===== src/rtl/mult_shift_add_pkg.sv =====
// mult_shift_add_pkg
// Shared definitions for the shift-and-add multiplier:
//   DEFAULT_DATA_WIDTH : default operand width
//   state_t            : controller states IDLE / CALC / FIX
//   cnt_width()        : width of the bit counter, wide enough to hold DATA_WIDTH
//   is_neg()           : sign helper, true when an operand must be negated
//                        to obtain its magnitude
package mult_shift_add_pkg;

  localparam int DEFAULT_DATA_WIDTH = 8;

  typedef enum logic [1:0] {
    IDLE = 2'd0,
    CALC = 2'd1,
    FIX  = 2'd2
  } state_t;

  function automatic int cnt_width(input int data_width);
    return $clog2(data_width + 1);
  endfunction

  // An operand is treated as negative only in two's-complement mode.
  function automatic logic is_neg(input logic signed_mode, input logic msb);
    return signed_mode & msb;
  endfunction

endpackage


===== src/rtl/mult_shift_add_ctrl.sv =====
// mult_shift_add_ctrl
// Controller FSM of the shift-and-add multiplier.
// Ports:
//   clk, rst    : clock, synchronous active-high reset
//   start       : operation request, honoured only in IDLE
//   rb_zero     : no multiplier bits remain
//   cnt_eq_max  : DATA_WIDTH bits have been processed
//   load        : capture operands this edge (IDLE and start)
//   add_shift   : process one multiplier bit this edge
//   fix         : apply sign and publish the product this edge
//   state       : current state, also used by the top for rdy/busy
//
// Handshake: an operation is accepted on a rising edge where rdy=1
// (state IDLE) and start=1. start in any other state is ignored.
module mult_shift_add_ctrl
  import mult_shift_add_pkg::*;
(
  input  logic   clk,
  input  logic   rst,
  input  logic   start,
  input  logic   rb_zero,
  input  logic   cnt_eq_max,
  output logic   load,
  output logic   add_shift,
  output logic   fix,
  output state_t state
);

  state_t state_next;

  always_ff @(posedge clk) begin
    if (rst) begin
      state <= IDLE;
    end else begin
      state <= state_next;
    end
  end

  always_comb begin
    state_next = state;
    case (state)
      IDLE: if (start) state_next = CALC;
      CALC: if (rb_zero || cnt_eq_max) state_next = FIX;
      FIX:  state_next = IDLE;
      default: state_next = IDLE;
    endcase
  end

  always_comb begin
    load      = 1'b0;
    add_shift = 1'b0;
    fix       = 1'b0;
    case (state)
      IDLE: load      = start;
      CALC: add_shift = !rb_zero && !cnt_eq_max;
      FIX:  fix       = 1'b1;
      default: ;
    endcase
  end

endmodule


===== src/rtl/mult_shift_add.sv =====
// mult_shift_add
// Sequential shift-and-add multiplier, unsigned or two's complement per
// operation, terminating early once the remaining multiplier bits are zero.
// Ports:
//   clk, rst     : clock, synchronous active-high reset
//   start        : request a multiply (sampled while rdy=1)
//   signed_mode  : 0 unsigned, 1 two's complement (sampled with start)
//   A, B         : multiplicand / multiplier (sampled with start)
//   P            : product of the last completed operation, held
//   rdy          : idle, accepting start, P valid
//   busy         : inverse of rdy
//   done         : one-cycle pulse when a new P first appears
module mult_shift_add
  import mult_shift_add_pkg::*;
#(
  parameter int DATA_WIDTH = DEFAULT_DATA_WIDTH
) (
  input  logic                    clk,
  input  logic                    rst,
  input  logic                    start,
  input  logic                    signed_mode,
  input  logic [DATA_WIDTH-1:0]   A,
  input  logic [DATA_WIDTH-1:0]   B,
  output logic [2*DATA_WIDTH-1:0] P,
  output logic                    rdy,
  output logic                    busy,
  output logic                    done
);

  localparam int CW = cnt_width(DATA_WIDTH);
  localparam logic [CW-1:0] CNT_MAX = CW'(DATA_WIDTH);

  logic [2*DATA_WIDTH-1:0] ra;
  logic [DATA_WIDTH-1:0]   rb;
  logic [2*DATA_WIDTH-1:0] rp;
  logic [CW-1:0]           cnt;
  logic                    neg;

  logic   load;
  logic   add_shift;
  logic   fix;
  state_t state;

  // Magnitudes; the most-negative value maps onto 2^(DATA_WIDTH-1), which
  // is still representable as an unsigned DATA_WIDTH-bit number.
  logic [DATA_WIDTH-1:0] a_mag;
  logic [DATA_WIDTH-1:0] b_mag;

  assign a_mag = is_neg(signed_mode, A[DATA_WIDTH-1]) ? (~A + 1'b1) : A;
  assign b_mag = is_neg(signed_mode, B[DATA_WIDTH-1]) ? (~B + 1'b1) : B;

  mult_shift_add_ctrl u_ctrl (
    .clk        (clk),
    .rst        (rst),
    .start      (start),
    .rb_zero    (rb == '0),
    .cnt_eq_max (cnt == CNT_MAX),
    .load       (load),
    .add_shift  (add_shift),
    .fix        (fix),
    .state      (state)
  );

  assign rdy  = (state == IDLE);
  assign busy = ~rdy;

  always_ff @(posedge clk) begin
    if (rst) begin
      ra   <= '0;
      rb   <= '0;
      rp   <= '0;
      cnt  <= '0;
      neg  <= 1'b0;
      P    <= '0;
      done <= 1'b0;
    end else begin
      done <= fix;
      if (load) begin
        ra  <= {{DATA_WIDTH{1'b0}}, a_mag};
        rb  <= b_mag;
        rp  <= '0;
        cnt <= '0;
        neg <= signed_mode & (A[DATA_WIDTH-1] ^ B[DATA_WIDTH-1]);
      end
      if (add_shift) begin
        rp  <= rp + (rb[0] ? ra : '0);
        ra  <= ra << 1;
        rb  <= rb >> 1;
        cnt <= cnt + 1'b1;
      end
      // Negation wraps modulo 2^(2*DATA_WIDTH), giving the two's-complement product.
      if (fix) begin
        P <= neg ? (~rp + 1'b1) : rp;
      end
    end
  end

endmodule


===== config.mk =====
export PLATFORM = sky130hd
export DESIGN_NAME = mult_shift_add
export DESIGN_NICKNAME = d
export VERILOG_FILES = /design/src/rtl/mult_shift_add_pkg.sv /design/src/rtl/mult_shift_add_ctrl.sv /design/src/rtl/mult_shift_add.sv
export SDC_FILE = /design/constraint.sdc
export NUM_CORES = 1
export LEC_CHECK = 0
export BUFFER_PORTS_ARGS = -buffer_cell sky130_fd_sc_hd__buf_4
export CAP_MARGIN = 15
export CORE_MARGIN = 2
export CORE_UTILIZATION = 30
export DETAILED_ROUTE_END_ITERATION = 8
export GPL_TIMING_DRIVEN = 0
export PLACE_DENSITY = 0.54
export SLEW_MARGIN = 10
export SYNTH_ARGS = -nofsm -noshare
export SYNTH_HDL_FRONTEND = slang
export SYNTH_SLANG_ARGS = --single-unit

===== constraint.sdc =====
create_clock -name clk -period 3.7 [get_ports clk]
set_clock_uncertainty 0.15 [all_clocks]
set_input_delay 0.37 -clock clk [delete_from_list [all_inputs] [get_ports clk]]
set_output_delay 0.37 -clock clk [all_outputs]
set_load 0.01 [all_outputs]

; Word level (Yosys, flattened, before mapping)
; Cells that the tools add are included.
[op_classes]
n_addsub = 5
n_reduce_logical = 9
muxes = 18
n_div = 0
n_mul = 0
order_cmp = 0
bitwise = 8
n_eq_ne = 5
shifts = 0
[op_table]
columns = op, n
row1 = $mux 16, 6
row2 = $add 16x1->16 const B, 1
row3 = $add 16x16->16, 1
row4 = $add 8x1->8 const B, 2
row5 = $mux 8, 2
row6 = $not 16->16, 1
row7 = $not 8->8, 2
row8 = $mux 7, 2
row9 = $logic_not 8->1, 1
row10 = $mux 4, 2
row11 = $add 4x1->4 const B, 1
row12 = $eq 4x4->1 const B, 1
row13 = $mux 2, 2
row14 = $pmux 2 s2, 1
row15 = $and 1x1->1, 3
row16 = $mux 1, 3
row17 = $eq 2x1->1 const B, 1
row18 = $eq 2x2->1 const B, 1
row19 = $logic_not 1->1, 2
row20 = $logic_not 2->1, 1
row21 = $ne 2x1->1 const B, 1
row22 = $ne 2x2->1 const B, 1
row23 = $reduce_and 2->1, 1
row24 = $reduce_bool 2->1, 1
row25 = 5 further kinds, 5
[totals]
register_bits = 64
memories = 0
rom_bits = 0
latch_bits = 0
ramBits = 0
inputBits = 20

; Longest topological paths before layout
; Gate-level depths: netlist (run 1).
[logic_depth]
depth_word = 5
mapped_depth = 11
ltp_nobuf = 11

; Cells and area by module
; From an unflattened synthesis (run 1), not the netlist that was laid out.
[hier_totals]
hier_cells = 487
area_unflattened_um2 = 3918.8
[by_module_without_submodules]
columns = module, seq_area_each_um2, area_per_inst_um2, cells_each, instances
row1 = mult_shift_add, 1241.2, 3818.7, 476, 1
row2 = mult_shift_add_ctrl, 40.0, 100.1, 11, 1

; Least setup slack after synthesis (run 1)
; Ideal clock, no wire load.
[synth_timing]
kind = register -> register
startpoint = register rb[0]
endpoint = register rp[14]
synth_period_minus_slack_ns = 2.572
setup_slack_ns = 1.128
setup_time_ns = 0.132
t_arrival_ns = 2.290
stages_incl_launch_ff = 11
required_time_ns = 3.418
path_cell_list = dfxtp_1 -> clkbuf_1 -> nand2_1 -> fa_1 -> and2b_1 -> o21a_1 -> o21ai_2 -> a211o_1 -> and4b_1 -> o31ai_1 -> a21oi_1
[synth_between]
elab_chain_cells = 5
elab_cells_between_ends = 8
cone_classes = add/sub (1) / mux (3) / reduce/logical (4)
[synth_lines]
columns = item, line
row1 = "start, declared", mult_shift_add.sv:34  ; logic [DATA_WIDTH-1:0] rb;
row2 = "start signal, assigned", mult_shift_add.sv:80  ; rb <= b_mag;
row3 = "start signal, assigned", mult_shift_add.sv:88  ; rb <= rb >> 1;
row4 = "parallel branches: the longest is 5 deep, another holds $add 16x16->16", n/a
row5 = "end signal, assigned", mult_shift_add.sv:86  ; rp <= rp + (rb[0] ? ra : '0);
row6 = "end, declared", mult_shift_add.sv:35  ; logic [2*DATA_WIDTH-1:0] rp;
; Several ways; the timed one is not identified.
; A chain may end at the register's enable or synchronous reset.

; Worst setup path after layout (run 1)
; Same ends and word-level chain as after synthesis.

==> metrics.txt, run 1 <==
crit start category=flop; dominant synthesized flop cell=dfxtp_1; Clock Sinks=64; io pins=39; Crit path largest cell delay=510 ps; Crit. End Element=flop; placed cell area=4410 sq um; setup TNS=0 ps; Worst EP arrival=3120 ps; metal2 WL=4670 um; delay-heaviest family, CP=compound AO/OA/AOI/OAI gates; synthesized flop and latch total=64; max_slew headroom=54.0%; TritonCTS buffer count=9; final net count=579; WL/cell=14.4 um; peak supply drop=0.233 mV; reg-to-reg startpoint=rb[0]; critical-path cell with the highest stage delay=dfxtp_1; fin crit share=83.5%; number of global-route vias before repair=3544; Gates resized, CTS repair=0; hold_ws=196 ps; Yosys warning total=0; clock slew at reported path FFs=50 ps; top cell type's share of synthesized area=32.7%; Die H=118 um; final core occ=37.3%; CTS tree=built; initial drt markers=180; layout cells sized above 1=13.8%; worst hold stages=3; vias per inst=4.99; EDFF count, synth=0; GRT overflow=0; Final Max Slew Viols=0; status=completed; share of synthesized flip-flops with an asynchronous set or reset=0%; synthesis-to-layout area growth=20.6%; clk root buf=clkbuf_16; setup bufs post-CTS=0; Net Count, Synth=531; Initial Util=30.9%; DR vias=3567; H-tree Lvls=3; met1 WL=4950 um; area of the multi-input gates=2420 sq um; min cycle time layout=3090 ps; flop2flop setup slack=610 ps; die footprint=14000 sq um; DRC=0; Post-DP HPWL=7890 um; post-synth top area cell=dfxtp_1; GRT Overall Usage=15.3%; fill count=1354; worst-case reg-to-reg path depth=10; DRT Pass-1 Iters=4; power density over the cells=409 nW/um^2; first-pass GRT wire length=17400 um; DRT antenna net count=0; CP cell instances=clkbuf_1 -> nand2_1 -> fa_1 -> and2b_1 -> o21a_1 -> o21ai_2 -> a211o_1 -> and4b_1 -> o31ai_1 -> a21oi_1; FMAX=324 MHz; Max Root-Sink Buffers=2; Core Area=12700 sq um; Worst Tran Pin Value=690 ps; largest net degree at the start of global routing=11; ANT cells=0; path type of the worst setup path=flop to flop; distinct cell type count of the synthesized netlist=62; leak pwr=0.00191 uW; sequential fraction of the synthesis area=32.7%; DR top layer=met4; WP buf/inv=1; syn_area_per_cell=8.00 sq um; Post-synth top cells=dfxtp_1 (64), nand2_1 (53), a21oi_1 (51); Post-CTS Hold Buffers=0; initial antenna violation count=0; setup violators final=0; DRT Wirelength=10300 um; FP Rows=41; Hold Path Class=primary input to flop; RSZ-0062 raised after global routing=false; Post-Syn Area=3920 sq um; CP Max Fanout=10; top post-synthesis cells by area=dfxtp_1 (33%), a21oi_1 (6.5%), ha_1 (6.4%); cells after synthesis=490; die width=118 um; reg-to-reg endpoint=rp[14]; DR WL met3=579 um; min-delay src=rst; most numerous cell in the Yosys netlist=dfxtp_1; CP Data Required Time=3730 ps; routability-driven placement congestion ratio=0.839; IO Port Bufs=37; Worst-Skew Late Latency=330 ps; Hold Crit Endpoint=rp[11]; maxcap violations=0; design area=4730 sq um; Reg area=1280 sq um; Fin. Hold Viols=0
==> worst min-delay path: cells and delay by family <==
kind / cells / cell delay, ps
and+or+nand+nor: 2 / 150
buffers and inverters: 1 / 90
==> flip-flops by register name, indices dropped and copies added, names as in the netlist <==
name,count
rp,16
cnt,4
P,16
ra,16
neg,1
u_ctrl.state,2
done,1
rb,8
==> where the power goes <==
group,leakage (uW),switching (uW),internal (uW)
combinational,0.00123,178,105
clock,0.000154,298,607
sequential,0.000519,27.3,721
total,0.00191,503,1430
==> layout by cell type, fill, tap and decap left out, types with 5 or more instances in the layout <==
| cell type | instances |
|---|---|
| buf_4 | 39 |
| dfxtp_1 | 64 |
| nor3_1 | 12 |
| clkbuf_1 | 16 |
| a211oi_1 | 12 |
| nand2_1 | 53 |
| and2_1 | 16 |
| a22oi_1 | 5 |
| a21oi_1 | 51 |
| a31oi_1 | 9 |
| o31ai_1 | 5 |
| ha_1 | 20 |
| o21ai_0 | 18 |
| nand4_1 | 5 |
| or3_1 | 9 |
| inv_1 | 19 |
| nor2_1 | 40 |
| clkbuf_16 | 9 |
| a221oi_1 | 8 |
| xnor2_1 | 12 |
| xor2_1 | 16 |
| nand3_1 | 27 |
| nand2b_1 | 5 |
| nor2b_1 | 8 |
==> layout make-up <==
| type | count | area share, % |
|---|---|---|
| timing repair buffer | 37 | 5.87 |
| sequential | 64 | 27.1 |
| buffer | 25 | 3.15 |
| inverter | 19 | 1.51 |
| multi-input combinational | 382 | 51.2 |
| clock inverter | 3 | 1.38 |
| tap | 172 | 4.55 |
| clock buffer | 13 | 5.29 |
==> how the worst max path moves through the flow <==
stage               start  endpoint  slack, ps  cells after the start
finish              rb[0]    rp[14]        610                     10
CTS                 rb[0]    rp[14]        590                     10
global placement    rb[0]    rp[14]        660                     10
global route        rb[0]    rp[14]        420                     10
floorplan           rb[0]    rp[14]       1130                     10
detailed placement  rb[0]    rp[14]        620                     10
==> kinds of logic after synthesis <==
kind of cell	after synthesis	share of synthesized area, %
AO/OA/AOI/OAI	133	22.8
adder cells (fa/ha/maj)	21	6.89
AND/OR/NAND/NOR	196	24.7
multiplexers	4	1.02
flip-flops	64	32.7
buffers and inverters	44	5.62
XOR/XNOR	28	6.25
==> layer usage <==
metal,global-route usage [%],up-vias
met5,0,-
met4,4.74,0
met3,2.65,8
met2,25.3,87
met1,20.2,1615
li1,-,1857
==> per-stage QoR <==
stage	instances	worst slack [ps]	total power, uW
floorplan	490	1130	935
global placement	699	659	1040
detailed placement	699	621	1050
CTS	715	588	1960
global route	715	417	2020
finish	715	610	1940
(Power assumes the default switching activity.)
==> run 2: changes to the inputs <==
==> constraint.sdc (replaced) <==
create_clock -name clk -period 3 [get_ports clk]
set_clock_uncertainty 0.15 [all_clocks]
set_input_delay 0.3 -clock clk [delete_from_list [all_inputs] [get_ports clk]]
set_output_delay 0.3 -clock clk [all_outputs]
set_load 0.01 [all_outputs]
==> run 2 against run 1 <==
- register-to-register slack worse by 460 ps
- first-iteration DRC count is 3.9% lower
- worst setup slack worse by 460 ps
- worst hold slack worse by 65 ps
- critical path depth is 1 higher
- power is 23% higher
- critical path type unchanged
- largest cell class unchanged
- highest routed layer unchanged
==> metrics.txt, run 2 (synthesized netlist as in run 1, its figures left out) <==
Cell Count, Final, Fillers Out=715 (unchanged); first-pass GRT wire length=17400 um (unchanged); IO Port Bufs=37 (unchanged); delay-heaviest family, CP=compound AO/OA/AOI/OAI gates; fin crit share=95.0% (+11 points); Core Area=12700 sq um (unchanged); placed insts=699 (unchanged); min cycle time layout=2850 ps (-241 ps); DR vias=3575 (+0.22%); Worst EP arrival=2880 ps (-240 ps); CTS tree=built; Post-CTS Hold Buffers=0 (unchanged); critical-path cell with the highest stage delay=dfxtp_4; Final Max Slew Viols=0 (unchanged); commonest non-fill, non-tap cell in the layout=dfxtp_1; status=completed; Crit. End Element=flop; die footprint=14000 sq um (unchanged); Post-DP HPWL=7890 um (unchanged); Largest regs=P x16, ra x16, rp x16; GRT overflow=0 (unchanged); Die H=118 um (unchanged); DRT Pass-1 Iters=4 (unchanged); DRT Wirelength=10300 um (about the same); DRT antenna net count=0 (unchanged); Fin. Hold Viols=0 (unchanged); setup violators final=0 (unchanged); FP Rows=41 (unchanged); peak supply drop=0.283 mV (+22%); TritonCTS buffer count=9 (unchanged); number of global-route vias before repair=3544 (unchanged); io pins=39 (unchanged); vias per inst=5.00 (+0.22%); placed cell area=4410 sq um (unchanged); GRT Overall Usage=15.3% (unchanged); initial drt markers=173 (-3.9%); max_slew headroom=53.9% (-0.13 points); layout cells sized above 1=14.4% (+0.55 points); design area=4740 sq um (+0.21%); CP cell instances=and2_1 -> ha_1 -> inv_1 -> fa_1 -> and2b_1 -> o21a_1 -> o21ai_2 -> a211o_1 -> and4b_1 -> o31ai_2 -> a21oi_1; final net count=579 (unchanged); Clock Sinks=64 (unchanged); power density over the cells=504 nW/um^2 (+23%); setup bufs post-CTS=0 (unchanged); DRC=0 (unchanged); maxcap violations=0 (unchanged); initial antenna violation count=0 (unchanged); Crit path largest cell delay=400 ps (-110 ps); WL/cell=14.4 um (about the same); synthesis-to-layout area growth=20.9%; CP Data Required Time=3030 ps (-700 ps); largest net degree at the start of global routing=11 (unchanged); Hold Path Class=primary input to flop; WP buf/inv=1 (unchanged); most frequent cells in the layout=dfxtp_1 (63), nand2_1 (53), a21oi_1 (51), nor2_1 (40), buf_4 (39); CP Max Fanout=9 (-1); FMAX=351 MHz (+8.5%); path type of the worst setup path=flop to flop; Initial Util=30.9% (unchanged); Max Root-Sink Buffers=2 (unchanged); ANT cells=0 (unchanged); crit start category=flop; leak pwr=0.00190 uW (about the same); RSZ-0062 raised after global routing=false; clk root buf=clkbuf_16; Worst-Skew Late Latency=330 ps (about the same); routability-driven placement congestion ratio=0.839 (unchanged); H-tree Lvls=3 (unchanged); clock slew at reported path FFs=60 ps (about the same); Worst Tran Pin Value=692 ps (+1.93 ps); die width=118 um (unchanged)
[run 2: cell count changes in the layout (fill, tap and decap cells not counted)]
| cell | delta |
|---|---|
| o31ai_2 | +1 |
| dfxtp_4 | +1 |
| clkbuf_2 | +1 |
| clkbuf_1 | -1 |
| dfxtp_1 | -1 |
| o31ai_1 | -1 |
[run 2: cell type report]
class | instances | area [sq um]
clock inverters | 3 | 65.1
inverters | 19 | 71.3
plain buffers | 25 | 150
fillers | 1356 | 7930
flip-flops and latches | 64 | 1280
well taps | 172 | 215
multi-input cells | 382 | 2420
clock buffers | 13 | 250
repair buffers | 37 | 278
[run 2: worst register-to-register path, cell delays in order (launching register included)]
cell	delay, ps
dfxtp_4	400
and2_1	150
ha_1	190
inv_1	70
fa_1	360
and2b_1	220
o21a_1	150
o21ai_2	110
a211o_1	320
and4b_1	210
o31ai_2	260
a21oi_1	100
[run 2: repair_timing]
| item | in CTS | in global routing |
|---|---|---|
| gates resized for setup | 2 | 2 |
| setup endpoints to repair | 2 | 2 |
| pin swaps | 0 | 0 |
[run 2: per-stage QoR]
stage | power, uW | setup WS, ps | hold slack (ps) | TNS, ps | util, %
final | 2390 | 151 | 132 | 0 | 37.4
after global routing | 2490 | 9.74 | 144 | 0 | 37.4
after CTS | 2410 | 103 | 125 | 0 | 37.3
after detailed placement | 1290 | -78.9 | 297 | -90.1 | 34.8
after global placement | 1290 | -41.3 | 290 | -43.3 | 34.8
after floorplan | 1150 | 428 | 291 | 0 | -
[run 2: metal layers]
metal	part of all wire, %	up-vias	GRT usage, %
met5	0	-	0
met4	1.4	0	4.74
met3	4.7	10	2.65
met2	45	84	25.3
met1	49	1625	20.2
li1	-	1856	-
[run 2: final timing paths]
check,startpoint,endpoint,slack [ps],cells past startpoint
max,rb[0],rp[14],150,11
min,rst,rp[11],130,3
max reg2reg,rb[0],rp[14],150,11
min reg2reg,P[7],P[7],300,2
[run 2: report_power, final]
part           switching, uW  total [uW]  internal [uW]
combinational            221         351            130
clock                    366        1120            749
sequential              33.8         923            889
total                    620        2390           1770
